==> config.mk <==
export PLATFORM = sky130hd
export DESIGN_NAME = mdu_iterative
export DESIGN_NICKNAME = d
export VERILOG_FILES = /design/src/rtl/mdu_iterative.sv
export SDC_FILE = /design/constraint.sdc
export NUM_CORES = 1
export LEC_CHECK = 0
export BUFFER_PORTS_ARGS = -buffer_cell sky130_fd_sc_hd__buf_2
export CAP_MARGIN = 20
export CORE_MARGIN = 10
export CORE_UTILIZATION = 39
export CTS_BUF_LIST = sky130_fd_sc_hd__clkbuf_2 sky130_fd_sc_hd__clkbuf_4 sky130_fd_sc_hd__clkbuf_8
export CTS_CLUSTER_SIZE = 24
export DETAILED_ROUTE_END_ITERATION = 10
export PLACE_DENSITY_LB_ADDON = 0.3
export SYNTH_ARGS = -nofsm -noshare
export SYNTH_HDL_FRONTEND = slang
export SYNTH_SLANG_ARGS = --single-unit
==> constraint.sdc <==
create_clock -name clk -period 8.02 [get_ports clk]
set_input_delay 0.401 -clock clk [delete_from_list [all_inputs] [get_ports clk]]
set_output_delay 0.401 -clock clk [all_outputs]
set_load 0.03 [all_outputs]
==> src/rtl/mdu_iterative.sv <==
// Iterative RISC-V M-extension multiply/divide unit: shift-add multiplier and
// restoring divider sharing one datapath, valid/ready on both sides.
module mdu_iterative #(
  parameter int unsigned XLEN = 32
) (
  input  logic            clk,
  input  logic            rst_n,
  input  logic            flush,
  input  logic            in_valid,
  output logic            in_ready,
  input  logic [2:0]      op,
  input  logic [XLEN-1:0] a,
  input  logic [XLEN-1:0] b,
  output logic            out_valid,
  input  logic            out_ready,
  output logic [XLEN-1:0] result,
  output logic            busy
);

  localparam int unsigned W2 = 2 * XLEN;
  localparam int unsigned CW = $clog2(XLEN + 1);

  localparam logic [1:0] S_IDLE = 2'd0;
  localparam logic [1:0] S_BUSY = 2'd1;
  localparam logic [1:0] S_DONE = 2'd2;

  localparam logic [XLEN-1:0] MOST_NEG = {1'b1, {(XLEN-1){1'b0}}};

  logic [1:0]      r_state;
  logic [1:0]      w_state_nxt;
  logic [CW-1:0]   r_cnt;
  logic [2:0]      r_op;
  logic [XLEN-1:0] r_hi;
  logic [XLEN-1:0] r_lo;
  logic [XLEN-1:0] r_mcand;
  logic            r_neg;
  logic            r_neg_rem;
  logic            r_special;
  logic [XLEN-1:0] r_result;
  logic            r_in_ready;
  logic            r_out_valid;
  logic            r_busy;

  logic            w_accept;
  logic            w_sa;
  logic            w_sb;
  logic [XLEN-1:0] w_abs_a;
  logic [XLEN-1:0] w_abs_b;
  logic            w_div0;
  logic            w_ovf;
  logic [XLEN:0]   w_mul_sum;
  logic [XLEN:0]   w_div_trial;
  logic [W2-1:0]   w_prod;
  logic [XLEN-1:0] w_quot;
  logic [XLEN-1:0] w_rem;
  logic [XLEN-1:0] w_final;

  assign in_ready  = r_in_ready;
  assign out_valid = r_out_valid;
  assign busy      = r_busy;
  assign result    = r_result;

  assign w_accept = (r_state == S_IDLE) && in_valid && !flush;

  // a is unsigned only for MULHU/DIVU/REMU; b is signed for MUL/MULH/DIV/REM
  assign w_sa    = a[XLEN-1] & ~(op[0] & (op[1] | op[2]));
  assign w_sb    = b[XLEN-1] & (op[2] ? ~op[0] : ~op[1]);
  assign w_abs_a = w_sa ? (~a + XLEN'(1)) : a;
  assign w_abs_b = w_sb ? (~b + XLEN'(1)) : b;
  assign w_div0  = op[2] && (b == '0);
  assign w_ovf   = op[2] && !op[0] && (a == MOST_NEG) && (b == '1);

  assign w_mul_sum   = {1'b0, r_hi} + (r_lo[0] ? {1'b0, r_mcand} : '0);
  assign w_div_trial = {r_hi, r_lo[XLEN-1]} - {1'b0, r_mcand};

  // Sign correction applied once, after the magnitude iterations
  assign w_prod = r_neg ? (~{r_hi, r_lo} + W2'(1)) : {r_hi, r_lo};
  assign w_quot = r_neg ? (~r_lo + XLEN'(1)) : r_lo;
  assign w_rem  = r_neg_rem ? (~r_hi + XLEN'(1)) : r_hi;

  always_comb begin
    w_final = '0;
    if (r_special)
      w_final = r_hi;
    else if (!r_op[2])
      w_final = (r_op[1:0] == 2'b00) ? w_prod[XLEN-1:0] : w_prod[W2-1:XLEN];
    else
      w_final = r_op[1] ? w_rem : w_quot;
  end

  always_comb begin
    w_state_nxt = r_state;
    case (r_state)
      S_IDLE:  if (w_accept) w_state_nxt = S_BUSY;
      S_BUSY:  if (r_cnt == '0) w_state_nxt = S_DONE;
      S_DONE:  if (out_ready) w_state_nxt = S_IDLE;
      default: w_state_nxt = S_IDLE;
    endcase
    if (flush)
      w_state_nxt = S_IDLE;
  end

  always_ff @(posedge clk) begin
    if (!rst_n) begin
      r_state     <= S_IDLE;
      r_in_ready  <= 1'b1;
      r_out_valid <= 1'b0;
      r_busy      <= 1'b0;
    end else begin
      r_state     <= w_state_nxt;
      r_in_ready  <= (w_state_nxt == S_IDLE);
      r_out_valid <= (w_state_nxt == S_DONE);
      r_busy      <= (w_state_nxt == S_BUSY) || (w_state_nxt == S_DONE);
    end
  end

  // Special divides skip iteration: counter 0, precomputed answer parked in r_hi
  always_ff @(posedge clk) begin
    if (!rst_n) begin
      r_cnt     <= '0;
      r_op      <= '0;
      r_hi      <= '0;
      r_lo      <= '0;
      r_mcand   <= '0;
      r_neg     <= 1'b0;
      r_neg_rem <= 1'b0;
      r_special <= 1'b0;
      r_result  <= '0;
    end else if (w_accept) begin
      r_op      <= op;
      r_lo      <= w_abs_a;
      r_mcand   <= w_abs_b;
      r_neg     <= w_sa ^ w_sb;
      r_neg_rem <= w_sa;
      r_special <= w_div0 || w_ovf;
      if (w_div0) begin
        r_hi  <= op[1] ? a : '1;
        r_cnt <= '0;
      end else if (w_ovf) begin
        r_hi  <= op[1] ? '0 : a;
        r_cnt <= '0;
      end else begin
        r_hi  <= '0;
        r_cnt <= CW'(XLEN);
      end
    end else if (!flush && (r_state == S_BUSY)) begin
      if (r_cnt != '0) begin
        r_cnt <= r_cnt - CW'(1);
        if (!r_op[2]) begin
          {r_hi, r_lo} <= {w_mul_sum, r_lo[XLEN-1:1]};
        end else begin
          r_hi <= w_div_trial[XLEN] ? {r_hi[XLEN-2:0], r_lo[XLEN-1]}
                                    : w_div_trial[XLEN-1:0];
          r_lo <= {r_lo[XLEN-2:0], ~w_div_trial[XLEN]};
        end
      end else begin
        r_result <= w_final;
      end
    end
  end

endmodule

---- Word level (Yosys, flattened, before mapping) ----
Cells that the tools add are included.
operators by class
  equality and inequality tests ........... 6
  muxes and demuxes ....................... 34
  add/sub/neg operators ................... 8
  reductions and logical operators ........ 21
  bitwise logic cells ..................... 16
operators by type and width
  cell                   number
  $mux 32                22
  $add 32x1->32 const B  4
  $not 32->32            4
  $add 64x1->64 const B  1
  $eq 32x32->1 const B   2
  $mux 64                1
  $not 64->64            1
  $add 32x32->33         1
  $sub 33x32->33         1
  $logic_not 32->1       1
  $mux 6                 5
  $mux 2                 4
  $logic_and 1x1->1      7
  $logic_not 2->1        3
  $logic_not 6->1        1
  $not 1->1              6
  $pmux 2 s3             1
  $reduce_bool 6->1      1
  $sub 6x1->6 const B    1
  $eq 2x1->1 const B     2
  $eq 2x2->1 const B     2
  $reduce_bool 2->1      2
  $and 1x1->1            3
  $reduce_and 3->1       1
  6 further kinds        8
word-level totals
  word-level logic and storage cells ...... 98
  register bits ........................... 145
  output and inout bits ................... 35
  input bits .............................. 72

---- Depth between registers and ports, before layout ----
  depth after elaboration ................. 8
  gate-level depth with buffers ........... 14
  gate-level depth less buffers ........... 12

---- Worst setup path after synthesis ----
OpenSTA, ideal clock, no wires.
  path kind ............................... reg-to-reg
  from .................................... register r_mcand[25]
  to ...................................... register r_hi[31]
  data required time ...................... 7.897 ns
  stages on the path, launching flop included .. 14
  period minus slack after synthesis ...... 3.349 ns
  arrival time ............................ 3.225 ns
  slack ................................... 4.671 ns
  path through ............................ dfxtp_1 inv_1 ha_1 buf_2 a211oi_1 o21bai_1 a211oi_2 o31ai_1 mux2_2 or3_1 clkbuf_1 or4_1 a211oi_1 nor4_1
on the way
  cells in the longest elaborated chain, start to end .. 6
RTL lines
  element                                           RTL line  source
  start, declared                                   35        logic [XLEN-1:0] r_mcand;
  start signal, assigned                            132       r_mcand <= w_abs_b;
  $sub 33x32->33 / $mux 32 (equally long branches)  74, 73
  $mux 32 / $add 32x32->33 (equally long branches)  152, 73
  $mux 32 *                                         149       if (!r_op[2]) begin
  $mux 32 *                                         147       if (r_cnt != '0) begin
  $mux 32 *                                         146       end else if (!flush && (r_state == S_BUSY)) begin
  $mux 32 *                                         129       end else if (w_accept) begin
  end signal, assigned                              137       r_hi <= op[1] ? a : '1;
  end signal, assigned                              150       {r_hi, r_lo} <= {w_mul_sum, r_lo[XLEN-1:1]};
  end signal, assigned                              152       r_hi <= w_div_trial[XLEN] ? {r_hi[XLEN-2:0], r_lo[XLEN-1]}
  end, declared                                     33        logic [XLEN-1:0] r_hi;
Mark *: on every way between the ends. The rest lies on a longest branch, timed or not. The select of a mux whose other input is x is not followed.
A chain may end at the register's enable or synchronous reset.

---- Worst setup path in the final report ----
  from .................................... register r_hi[25]
  to ...................................... register r_hi[1]
on the way
  cells in the longest elaborated chain, start to end .. 6
RTL lines
  element                 RTL line  source
  start signal, assigned  137
  start signal, assigned  140       r_hi <= op[1] ? '0 : a;
  start signal, assigned  150
  $sub 33x32->33          74        assign w_div_trial = {r_hi, r_lo[XLEN-1]} - {1'b0, r_mcand};
  $mux 32                 152
  $mux 32                 149
  $mux 32                 147
  $mux 32                 146
  $mux 32                 129
No other way between the ends. The select of a mux whose other input is x is not followed.

==> flow_metrics.env <==
export IMPL_instances_no_fill=2651
export IMPL_dr_wl_met2_um=25900
export IMPL_dieArea_um2=46700
export IMPL_overflow=0
export IMPL_r2r_cells=11
export IMPL_hold_buffers=0
export IMPL_vias=16932
export IMPL_drt_pass1_iter_count=6
export IMPL_critPathLaunchType="flop"
export IMPL_dr_first_iter_drc_count=2114
export IMPL_seq_area_frac_synth_pct=19.3
export IMPL_htree_levels=4
export IMPL_path_buf_inv=1
export IMPL_cts_resized_gates=0
export IMPL_synth_most_common_cell="nor2_1"
export IMPL_met3_length_um=5540
export IMPL_syn_area_per_cell_um2=7.00
export IMPL_drive_gt1_share_pct=9.91
export IMPL_worstMarginPinSlew_ns=0.926
export IMPL_arrival_ns=4.88
export IMPL_p_per_area_nw_per_um2=137
export IMPL_synth_edff_count=0
export IMPL_finalHoldViolations=0
export IMPL_diodes=0
export IMPL_antenna_found_initial=1
export IMPL_clock_sinks=145
export IMPL_synth_common_cells="nor2_1 (244), nand2_1 (203), a21oi_1 (197), o21ai_0 (167), dfxtp_1 (145)"
export IMPL_met1Wirelength_um=26100
export IMPL_synth_area_um2=15000
export IMPL_cts_clk_slew_worst_paths_ns=0.10
export IMPL_synth_nets=2290
export IMPL_setup_slack_ns=3.61
export IMPL_portBuffers=106
export IMPL_place_congestion=0.981
export IMPL_max_freq_ghz=0.227
export IMPL_slowest_delay_ns=0.70
export IMPL_ys_ff_latch=145
export IMPL_cts_root_buffer="clkbuf_8"
export IMPL_crit_family="compound AO/OA/AOI/OAI gates"
export IMPL_cap_violations=0
export IMPL_status="finished, final reports clean"
export IMPL_post_drt_wl_per_cell_um=22.8
export IMPL_dpl_hpwl_um=45400
export IMPL_yosys_most_used_dff="dfxtp_1"
export IMPL_async_reset_ff_share_pct=0
export IMPL_finalSetupViolations=0
export IMPL_yosys_area_top_type="dfxtp_1"
export IMPL_dieWidth_um=216
export IMPL_die_h_um=216
export IMPL_rows=71
export IMPL_path_cells="ha_1 > o21ai_0 > o21bai_1 > a211oi_2 > o31ai_1 > mux2_2 > nor3_4 > buf_4 > mux2_2 > a211oi_1 > a21o_1"
export IMPL_final_max_slew_viol_count=0
export IMPL_areaGrowthSynthToFinish_pct=8.13
export IMPL_layout_nets=2275
export IMPL_grt_pass1_vias=15419
export IMPL_cp_required_ns=8.48
export IMPL_initial_utilization_pct=39.7
export IMPL_finalCritPeriodShare_pct=55.0
export IMPL_post_cts_buffers=0
export IMPL_setup_worst_path_end_class="flop"
export IMPL_highest_signal_layer="met4"
export IMPL_cts_tree="yes"
export IMPL_crit_slowest_cell="dfxtp_1"
export IMPL_rsz0062_at_grt="false"
export IMPL_whs_path_depth=3
export IMPL_final_antenna_net_count=0
export IMPL_io_pins=107
export IMPL_grt_start_max_net_pins=78
export IMPL_crit_type="flop to flop"
export IMPL_cp_depth=11
export IMPL_p_leak_nw=6.17
export IMPL_post_route_util_pct=42.9
export IMPL_cts_buffer_depth=2
export IMPL_synth_top_cell_area_share_pct=19.3
export IMPL_hold_path_class="input pin to flop"
export IMPL_core_area_um2=37800
export IMPL_routed_wl_um=60300
export IMPL_grt_use_total_pct=24.8
export IMPL_nFillCells=4003
export IMPL_skew_ns=0.0240
export IMPL_cts_made_buffers=17
export IMPL_grt_pass1_wl_um=92500
export IMPL_netlist_top_cells_area="dfxtp_1 (19%), a21oi_1 (6.6%), nor2_1 (6.1%)"
export IMPL_relSlewSlack_pct=38.2
export IMPL_cp_common_cell="mux2_2"
export IMPL_clk_latency_ns=0.51
export IMPL_finalPower_w=0.00223
export IMPL_place_ws_ns=3.65
export IMPL_synthCells=2144
export IMPL_crit_fanout=19
export IMPL_worst_ir_drop_vdd_mv=0.109
export IMPL_drcViolationCount=0
export IMPL_placedCellCount=2620
export IMPL_yosysUniqueCellTypes=78
export IMPL_min_period_ns=4.41
export IMPL_viasPerCell=6.39
export IMPL_ys_warn_count=0
export IMPL_finalSetupTns_ns=0
-- kinds of logic (layout without fill, tap and decap cells) --
family	after synthesis	after routing	synth area share, %
simple gates	734	734	23.1
compound gates	721	721	31.0
buf+inv	240	236	6.27
xor+xnor	177	177	10.3
flops	145	145	19.3
fa+ha+maj	74	74	6.27
mux	53	53	3.71
-- metal layers --
| metal | global-route usage, % | vias up |
|---|---|---|
| li1 | - | 7858 |
| met1 | 33.8 | 8006 |
| met2 | 37.4 | 924 |
| met3 | 4.62 | 144 |
| met4 | 10.8 | 0 |
| met5 | 0 | - |
-- cells in the final DEF, fill, tap and decap left out, types with 7 or more instances in the layout --
cell,synthesis,routed
nor2_1,244,243
nand2_1,203,203
a21oi_1,197,197
o21ai_0,167,167
dfxtp_1,145,143
buf_2,14,106
xnor2_1,97,97
a211oi_1,83,83
xor2_1,80,80
ha_1,72,72
inv_1,71,70
nor3_1,50,50
nand3_1,42,41
mux2i_1,41,41
or3_1,37,37
o211ai_1,35,35
o31ai_1,27,27
buf_4,0,27
nand4_1,26,26
a21o_1,25,25
a311oi_1,22,22
or4_1,20,20
and3_1,20,20
a221oi_1,20,20
nor4_1,19,19
clkbuf_8,0,19
a31oi_1,17,17
o221ai_1,17,17
nand2b_1,16,16
o41ai_1,13,13
o21a_1,11,11
mux2_2,11,11
or2_2,10,10
o22ai_1,10,10
and2_1,9,9
nand3b_1,7,7
o21bai_1,7,7
-- tightest hold or removal path: stages --
cell and delay [ns]:
buf_2 0.13, nand2_1 0.06, a21oi_1 0.05
-- area by class of cell --
cell class	count	area (µm²)	share of cell area, %
Clock buffer	21	277	1.70
Clock inverter	9	180	1.11
Inverter	72	270	1.66
Multi-Input combinational cell	1759	11200	69.0
Sequential cell	145	2910	17.9
Tap cell	511	639	3.94
Timing Repair Buffer	134	761	4.69
-- per-stage QoR --
stage / area, µm² / hold WS, ns
2_1_floorplan: 15000 / 0.432
3_3_place_gp: 15800 / 0.433
3_5_place_dp: 15800 / 0.434
4_1_cts: 16200 / 0.152
5_1_grt: 16200 / 0.167
6_report: 16200 / 0.183
-- final timing paths --
path / to / start / slack (ns)
max: r_hi[1]$_SDFFE_PN0P_ / r_hi[25]$_SDFFE_PN0P_ / 3.61
min: r_op[0]$_SDFFE_PN0P_ / op[0] / 0.18
max reg2reg: r_hi[1]$_SDFFE_PN0P_ / r_hi[25]$_SDFFE_PN0P_ / 3.61
min reg2reg: result[4]$_SDFFE_PN0P_ / result[4]$_SDFFE_PN0P_ / 0.45
-- sequential cells by signal, indices dropped and copies added, names as in the netlist --
signal and count:
out_valid 1, r_neg_rem 1, r_op 3, r_state 2, r_neg 1, r_lo 32, r_hi 32, in_ready 1
busy 1, r_special 1, r_mcand 32, r_cnt 6, result 32
-- power by group --
part | internal, W | leakage (nW) | total [W] | switching, W
Sequential | 0.000755 | 1.18 | 0.000811 | 0.0000556
Combinational | 0.000247 | 4.76 | 0.000707 | 0.000460
Clock | 0.000391 | 0.229 | 0.000713 | 0.000321
Note: power is estimated with default switching activity, not from simulation.
